[src/rtl/led_arbiter_if.sv]
// LED arbiter bus: requester levels and patterns in, owner/busy/LED drive out.
interface led_arbiter_if;
    logic [2:0] req;
    logic [7:0] pat0;
    logic [7:0] pat1;
    logic [7:0] pat2;
    logic [2:0] grant;
    logic       busy;
    logic [7:0] led;

    // Requester side: drives requests and patterns, observes ownership.
    modport master (
        output req, pat0, pat1, pat2,
        input  grant, busy, led
    );

    // Arbiter side.
    modport slave (
        input  req, pat0, pat1, pat2,
        output grant, busy, led
    );
endinterface

[src/rtl/led_arbiter.sv]
// Round-robin owner arbitration for a shared 8-bit LED bank with a minimum
// hold time in display ticks and preemption once the hold has expired.
// Optional idle heartbeat (rotating single LED) built in with macro
// LED_ARB_HEARTBEAT_EN; without it the LEDs are dark while idle.
module led_arbiter #(
    parameter int TICK_DIV   = 25000000,
    parameter int HOLD_TICKS = 4
) (
    input  logic        clk,
    input  logic        rst,
    led_arbiter_if.slave bus
);
    localparam int             CNT_W   = (TICK_DIV > 1) ? $clog2(TICK_DIV) : 1;
    localparam logic [CNT_W-1:0] CNT_MAX = CNT_W'(TICK_DIV - 1);
    localparam logic [3:0]     HOLD    = 4'(HOLD_TICKS);

    typedef enum logic {IDLE, OWN} state_t;

    state_t           state_q, state_d;
    logic [CNT_W-1:0] cnt_q, cnt_d;
    logic [3:0]       hold_q, hold_d;
    logic [2:0]       grant_q, grant_d;
    logic             busy_q, busy_d;
    logic [1:0]       last_q, last_d;   // previous/current owner index
    logic [7:0]       led_q, led_d;
    logic             tick;
    logic [1:0]       win;
    logic [2:0]       others;
    logic [7:0]       pat_sel;
    logic [7:0]       idle_led;
`ifdef LED_ARB_HEARTBEAT_EN
    logic [7:0]       idle_q, idle_d;
`endif

    // First requester found searching from from+1 (mod 3); the owner itself
    // comes last, so preemption naturally picks someone else.
    function automatic logic [1:0] rr_pick(input logic [2:0] r, input logic [1:0] from);
        logic [1:0] sel;
        int         k;
        sel = from;
        for (int i = 3; i >= 1; i--) begin
            k = (int'(from) + i) % 3;
            if (r[2'(k)]) sel = 2'(k);
        end
        return sel;
    endfunction

    // Next-state: tick divider, ownership decisions, hold counting, LED mux.
    always_comb begin
        tick    = (cnt_q == CNT_MAX);
        cnt_d   = tick ? '0 : cnt_q + 1'b1;
        win     = rr_pick(bus.req, last_q);
        others  = bus.req & ~grant_q;
        state_d = state_q;
        grant_d = grant_q;
        last_d  = last_q;
        hold_d  = hold_q;

        case (last_q)
            2'd0:    pat_sel = bus.pat0;
            2'd1:    pat_sel = bus.pat1;
            default: pat_sel = bus.pat2;
        endcase

        case (state_q)
            IDLE: begin
                if (|bus.req) begin
                    state_d = OWN;
                    grant_d = 3'b001 << win;
                    last_d  = win;
                    hold_d  = '0;
                end
            end
            default: begin
                if (!bus.req[last_q] || (hold_q == HOLD && |others)) begin
                    // Release or preempt; a tick on this edge is not counted.
                    hold_d = '0;
                    if (|others) begin
                        grant_d = 3'b001 << win;
                        last_d  = win;
                    end else begin
                        state_d = IDLE;
                        grant_d = 3'b000;
                    end
                end else if (tick && hold_q < HOLD) begin
                    hold_d = hold_q + 1'b1;
                end
            end
        endcase

        busy_d = |grant_d;

`ifdef LED_ARB_HEARTBEAT_EN
        idle_d   = (state_q == IDLE && tick) ? {idle_q[6:0], idle_q[7]} : idle_q;
        idle_led = idle_d;
`else
        idle_led = 8'h00;
`endif
        // LED follows the owner's pattern one cycle late; idle shows heartbeat.
        led_d = (state_q == OWN) ? pat_sel : idle_led;
    end

    // State and registered outputs; reset overrides everything.
    always_ff @(posedge clk) begin
        if (rst) begin
            state_q <= IDLE;
            cnt_q   <= '0;
            hold_q  <= '0;
            grant_q <= 3'b000;
            busy_q  <= 1'b0;
            last_q  <= 2'd2;
`ifdef LED_ARB_HEARTBEAT_EN
            idle_q  <= 8'h01;
            led_q   <= 8'h01;
`else
            led_q   <= 8'h00;
`endif
        end else begin
            state_q <= state_d;
            cnt_q   <= cnt_d;
            hold_q  <= hold_d;
            grant_q <= grant_d;
            busy_q  <= busy_d;
            last_q  <= last_d;
            led_q   <= led_d;
`ifdef LED_ARB_HEARTBEAT_EN
            idle_q  <= idle_d;
`endif
        end
    end

    assign bus.grant = grant_q;
    assign bus.busy  = busy_q;
    assign bus.led   = led_q;
endmodule

[src/flat_wrapper.sv]
// flat-port wrapper written by rule: the top's interface ports become plain ports
module led_arbiter_flat 
#(
    parameter int TICK_DIV   = 25000000,
    parameter int HOLD_TICKS = 4
)
  (clk, rst, bus_req, bus_pat0, bus_pat1, bus_pat2, bus_grant, bus_busy, bus_led);
  led_arbiter_if bus_i ();
  input  logic clk;
  input  logic rst;
  input wire logic [$bits(bus_i.req)-1:0] bus_req;
  input wire logic [$bits(bus_i.pat0)-1:0] bus_pat0;
  input wire logic [$bits(bus_i.pat1)-1:0] bus_pat1;
  input wire logic [$bits(bus_i.pat2)-1:0] bus_pat2;
  output wire logic [$bits(bus_i.grant)-1:0] bus_grant;
  output wire logic [$bits(bus_i.busy)-1:0] bus_busy;
  output wire logic [$bits(bus_i.led)-1:0] bus_led;
  assign bus_i.req = bus_req;
  assign bus_i.pat0 = bus_pat0;
  assign bus_i.pat1 = bus_pat1;
  assign bus_i.pat2 = bus_pat2;
  assign bus_grant = bus_i.grant;
  assign bus_busy = bus_i.busy;
  assign bus_led = bus_i.led;
  led_arbiter #(.TICK_DIV(TICK_DIV), .HOLD_TICKS(HOLD_TICKS)) u_core (.clk(clk), .rst(rst), .bus(bus_i));
endmodule
[config.mk]
export PLATFORM = sky130hd
export DESIGN_NAME = led_arbiter_flat
export DESIGN_NICKNAME = d
export VERILOG_FILES = /design/src/rtl/led_arbiter_if.sv /design/src/rtl/led_arbiter.sv /design/src/flat_wrapper.sv
export SDC_FILE = /design/constraint.sdc
export NUM_CORES = 1
export LEC_CHECK = 0
export ABC_AREA = 1
export BUFFER_PORTS_ARGS = -buffer_cell sky130_fd_sc_hd__buf_2
export CORE_MARGIN = 8
export CORE_UTILIZATION = 45
export CTS_BUF_LIST = sky130_fd_sc_hd__clkbuf_2 sky130_fd_sc_hd__clkbuf_4 sky130_fd_sc_hd__clkbuf_8
export CTS_CLUSTER_DIAMETER = 40
export CTS_CLUSTER_SIZE = 30
export DETAILED_ROUTE_END_ITERATION = 16
export MAX_ROUTING_LAYER = met4
export PLACE_DENSITY = 0.67
export SYNTH_ARGS = -nofsm -noshare
export SYNTH_HDL_FRONTEND = slang
export SYNTH_SLANG_ARGS = --single-unit
[constraint.sdc]
create_clock -name clk -period 2.46 [get_ports clk]
set_clock_uncertainty 0.15 [all_clocks]
set_input_delay 0.369 -clock clk [delete_from_list [all_inputs] [get_ports clk]]
set_output_delay 0.369 -clock clk [all_outputs]
set_load 0.02 [all_outputs]
# After elaboration in Yosys (flattened, before gate mapping)
# Cells that the tools add are included.
classes:
  add_sub_neg: 5
  div: 3
  n_lt_le_gt_ge: 5
  n_eq_ne: 6
  n_shift: 1
  n_mux: 31
  bitwise: 3
  reduce_logical: 13
op_table:
  columns: ["operator", "count"]
  rows:
  - ["$mod A32 B3 Y32 const B", 3]
  - ["$add A25 B1 Y25 const B", 1]
  - ["$eq A25 B25 Y1 const B", 1]
  - ["$mux W4", 4]
  - ["$pmux W8 S2", 1]
  - ["$mux W2", 7]
  - ["$lt A2 B4 Y1 const B", 3]
  - ["$mux W3", 4]
  - ["$mux W1", 11]
  - ["$reduce_or A3 Y1", 3]
  - ["$bmux W1 S2", 4]
  - ["$add A2 B2 Y3 const B", 2]
  - ["$add A4 B1 Y4 const B", 1]
  - ["$eq A4 B3 Y1 const B", 1]
  - ["$lt A4 B3 Y1 const B", 1]
  - ["$ne A2 B2 Y1 const B", 2]
  - ["$reduce_or A2 Y1", 2]
  - ["$add A2 B1 Y3 const B", 1]
  - ["$and A3 B3 Y3", 1]
  - ["$lt A2 B3 Y1 const B", 1]
  - ["$ne A3 B3 Y1 const B", 1]
  - ["$not A3 Y3", 1]
  - ["$reduce_and A3 Y1", 1]
  - ["$shl A1 B2 Y3 const A", 1]
  - ["other kinds (8)", 9]
word_totals:
  ff_bits: 44
  input_bits: 29
  output_inout_bits: 12

# Depth between registers and ports, before layout
depth:
  ltp_word: 13
  ltp_mapped: 15
  mapped_depth_nobuf: 15

# Worst setup path before layout
# OpenSTA, ideal clock, no wires.
synth_path:
  kind: "register -> register"
  startpoint: "register u_core.last_q[0]"
  endpoint: "register u_core.busy_q, in the netlist u_core.bus.busy"
  arrival_ns: 1.621
  t_required_ns: 2.184
  slack_ns: 0.562
  path_stages_with_launch: 15
  path_cell_list: "dfxtp_1 > inv_1 > ha_1 > inv_1 > nand2_1 > nand2_1 > nand2_1 > nand2_1 > nand2_1 > inv_1 > nand2_1 > nand2_1 > inv_1 > a21oi_1 > nand3_1"
synth_between:
  elab_chain_len: 13
synth_rtl:
  columns: ["item", "line", "text"]
  rows:
  - ["start, declared", "led_arbiter.sv:24", "logic [1:0] last_q, last_d;"]
  - ["start signal, assigned", "led_arbiter.sv:124", "last_q <= last_d;"]
  - ["$add A2 B2 Y3", "led_arbiter.sv:42", "k = (int'(from) + i) % 3;"]
  - ["$mod A32 B3 Y32", "led_arbiter.sv:42", null]
  - ["$bmux W1 S2", "led_arbiter.sv:43", "if (r[2'(k)]) sel = 2'(k);"]
  - ["$mux W1 (implied by the code) (2 in series)", "led_arbiter.sv:43", null]
  - ["$mux W2 (3 in series)", "led_arbiter.sv:43", null]
  - ["$shl A1 B2 Y3", "led_arbiter.sv:69, led_arbiter.sv:79", null]
  - ["$mux W3", "led_arbiter.sv:78", "if (|others) begin"]
  - ["$mux W3", "led_arbiter.sv:75", "if (!bus.req[last_q] || (hold_q == HOLD && |others)) begin"]
  - ["$mux W3 (*)", "led_arbiter.sv:65", "case (state_q)"]
  - ["$reduce_or A3 Y1 (*)", "led_arbiter.sv:91", "busy_d = |grant_d;"]
  - ["end signal, assigned", "led_arbiter.sv:123", "busy_q <= busy_d;"]
  - ["end, declared", "led_arbiter.sv:23", "logic busy_q, busy_d;"]
# Every way passes the cells marked *; elsewhere a longest branch is shown, timed or not. The select of a mux whose other input is x is not followed.
# A chain may end at the register's enable or synchronous reset.

# Final worst setup path
# Same ends and word-level chain as after synthesis.

==> impl_results.md <==
- Syn-to-layout area delta: 15.84%
- Final WL: 5359 um
- Final hold slack: 128.7 ps
- CTS Buf Count: 5
- Power density cells: approximately 790 nW/um2
- Critical Path End Type: flip-flop
- Final TNS setup: 0 ps
- Outcome: finished, final reports clean
- Ys Warns: 0
- Hold Crit Depth: 2
- GRT Residual Overflow: 0
- Syn nets: 390
- Startpoint types: flip-flop
- Die area: 8081 um2
- Rows: 27
- Root Buffer: clkbuf_8
- CTS HTree Levels: 2
- Reg clk slew, reported paths: 80 ps
- Peak supply drop: 0.4687 mV
- Seq pwr share: 37.0%
- Clock latency on the worst-skew pair: 300 ps
- Max Cap Viol: 0
- Number of synthesized flops with an enable pin: 0
- Switching share of total power: between 30% and 40%
- Count leader, synth: nand2_1
- Routed len/inst: 11.40 um
- Nets: approximately 430
- Final setup viols: 0
- Vias/cell: around 4.8
- Worst Path Required: 2500 ps
- Slew @ Worst Pin: 520.8 ps
- Final hold violations: 0
- Primary FF master, synth: dfxtp_1
- Synth Instances: roughly 350
- Synth cell types: 33
- TritonCTS clock tree: done
- Setup repair after global routing missed its margin: no
- Port Buffer Count: 40
- Die Wd: 89.90 um
- Synth top area share: 35.85%
- CTS Buffer Depth: 2
- Worst slew margin: 65.15%
- Flop-to-flop setup slack: 260 ps
- Max-slew violations: 0
- Final Cycle Share: 89.51%
- Vias in the first global route: 2223
- Antenna-violating nets left: 0
- Crit path DAT: 2240 ps
- P_sw: 0.8646 mW
- Comb pwr share: between 30% and 40%
- Die H: 89.90 um
- Diode count: 0
- Num ports: 41
- Largest net degree at the start of global routing: 26
- Crit path kind: reg -> reg
- GPL Wtd Cong: 0.9246
- CP max FO: 6
- Share of post-route cells with drive strength above 1: 19.60%
- First-pass GRT wire length: 9453 um
- Hold wc startpoint: rst
- Design Power: 2.248 mW
- Sequential cell area fraction in the yosys report: 35.85%
- Hold EP: u_core.hold_q[3]$_SDFFE_PP0P_
- R2R cell count: 13
- Clock network power share: ~24%
- Initial antenna violation count: 0
- Worst r2r dst: u_core.bus.busy$_SDFF_PP0_
- Initial DRC Count: 96
- Fin crit period: 2202 ps
- Leak pwr: 1.299 nW
- DR vias: 2247
- DRT Pass-1 Iters: 4
- Synth Register Bits: 44
- Hold Crit Class: in -> reg
- CTS Sinks: 44
- Fraction of registers with async set/reset: 0%
- Top post-synthesis cells by area: dfxtp_1, nand2_1, inv_1
- Cell-internal power: between 1 and 1.5 mW
- Initial Util: 45.46%
- Reg2Reg Launch Point: u_core.last_q[0]$_SDFFE_PP0P_
- GRT Overall Usage: 14.15%
- DRC violation count after routing: 0
- Cell taking the most area after synthesis: dfxtp_1
- Commonest cells in the netlist: nand2_1, dfxtp_1, inv_1
- CP startpoint: u_core.last_q[0]$_SDFFE_PP0P_
- DP Wirelength: 4272 um
- Core region area: 5405 um2
- Cell Area, Synth: 2457 um2
- Peak Freq: 454.2 MHz
- Avg Cell Area, Syn: 6.961 um2
[power groups by stage]
stage	registers [mW]	clock network, mW	logic (mW)
2_1_floorplan	0.894	0	0.585
3_3_place_gp	0.845	0	0.839
3_5_place_dp	0.848	0	0.848
4_1_cts	0.833	0.562	0.856
5_1_grt	0.844	0.594	1.00
6_report	0.833	0.550	0.866
[through the flow]
step	instances	util [%]	cell area, um2	worst slack [ps]
after global routing	470	52.66	2846	3.858
after detailed placement	462	50.56	2733	284.6
final	470	52.66	2846	258.1
after global placement	462	50.56	2733	449.9
after CTS	470	52.62	2844	249.2
after floorplan	353	-	2457	562.2
[layout make-up]
cell class                      instances  area, um2
Fill cell                             542       2559
Inverter                               48      180.2
Tap cell                               72      90.09
Timing Repair Buffer                   41      207.7
Clock buffer                            5      68.82
Clock inverter                          3      42.54
Multi-Input combinational cell        257       1376
Sequential cell                        44      880.8
[cell usage in the layout (no fill, tap or decap), drive strengths merged]
| master | instances |
|---|---|
| o21bai | 1 |
| nor4 | 2 |
| xnor2 | 3 |
| nor3b | 2 |
| or2 | 3 |
| and3 | 2 |
| inv | 47 |
| a21oi | 14 |
| clkinv | 2 |
| dfxtp | 44 |
| bufinv | 1 |
| xor2 | 10 |
| ha | 8 |
| nor3 | 8 |
| buf | 41 |
| nand4 | 7 |
| nand3 | 32 |
| clkbuf | 5 |
| nand3b | 1 |
| nand2 | 100 |
| nor2 | 50 |
| a31oi | 8 |
| o21ai | 6 |
| clkinvlp | 1 |
[worst max path at each step]
stage | depth (start not counted) | slack [ps] | end
global route | 13 | 4 | u_core.bus.busy$_SDFF_PP0_
detailed placement | 13 | 280 | u_core.bus.busy$_SDFF_PP0_
floorplan | 14 | 560 | u_core.bus.busy$_SDFF_PP0_
global placement | 13 | 450 | u_core.bus.busy$_SDFF_PP0_
finish | 13 | 260 | u_core.bus.busy$_SDFF_PP0_
CTS | 13 | 250 | u_core.bus.busy$_SDFF_PP0_
[routing by layer]
layer	part of all wire [%]	wire, um	global-route usage (%)	up-vias
met1	48	2591	16.95	969
li1	-	-	-	1214
met4	1.0	54	3.745	0
met3	6.2	332	5.154	7
met5	0	0	-	-
met2	44	2380	21.90	57
[worst max-delay path, stage by stage (launching register included)]
cell	delay, ps
dfxtp_1	430
inv_1	160
ha_2	410
inv_1	80
o21ai_1	190
nand2_1	80
nand2_1	60
inv_1	30
nand2_1	50
nand2_1	80
inv_1	80
nor2_1	50
nor2_1	130
nand3_1	100
[kinds of logic (layout without fill, tap and decap cells)]
logic type,count (synthesis),in the layout,synth area share [%]
DFF,44,44,35.85
and+or+nand+nor,207,207,40.33
buffers and inverters,52,97,8.248
xor gates and xnor gates,13,13,4.633
adders and majority gates,8,8,4.073
AOI/OAI and AO/OA,29,29,6.874
[flip-flops by register name, indices dropped and copies added (netlist names)]
signal and count:
u_core.cnt_q 25, u_core.hold_q 4, u_core.state_q 1, u_core.bus.busy 1, u_core.bus.led 8, u_core.last_q 2
u_core.bus.grant 3
[repair_timing]
action                                  in CTS  in global routing
endpoints found under the setup margin       0                  1
hold buffers                                 0                  0
buffers inserted                             0                  0
resized for setup                            0                  1
(Power assumes the default switching activity.)
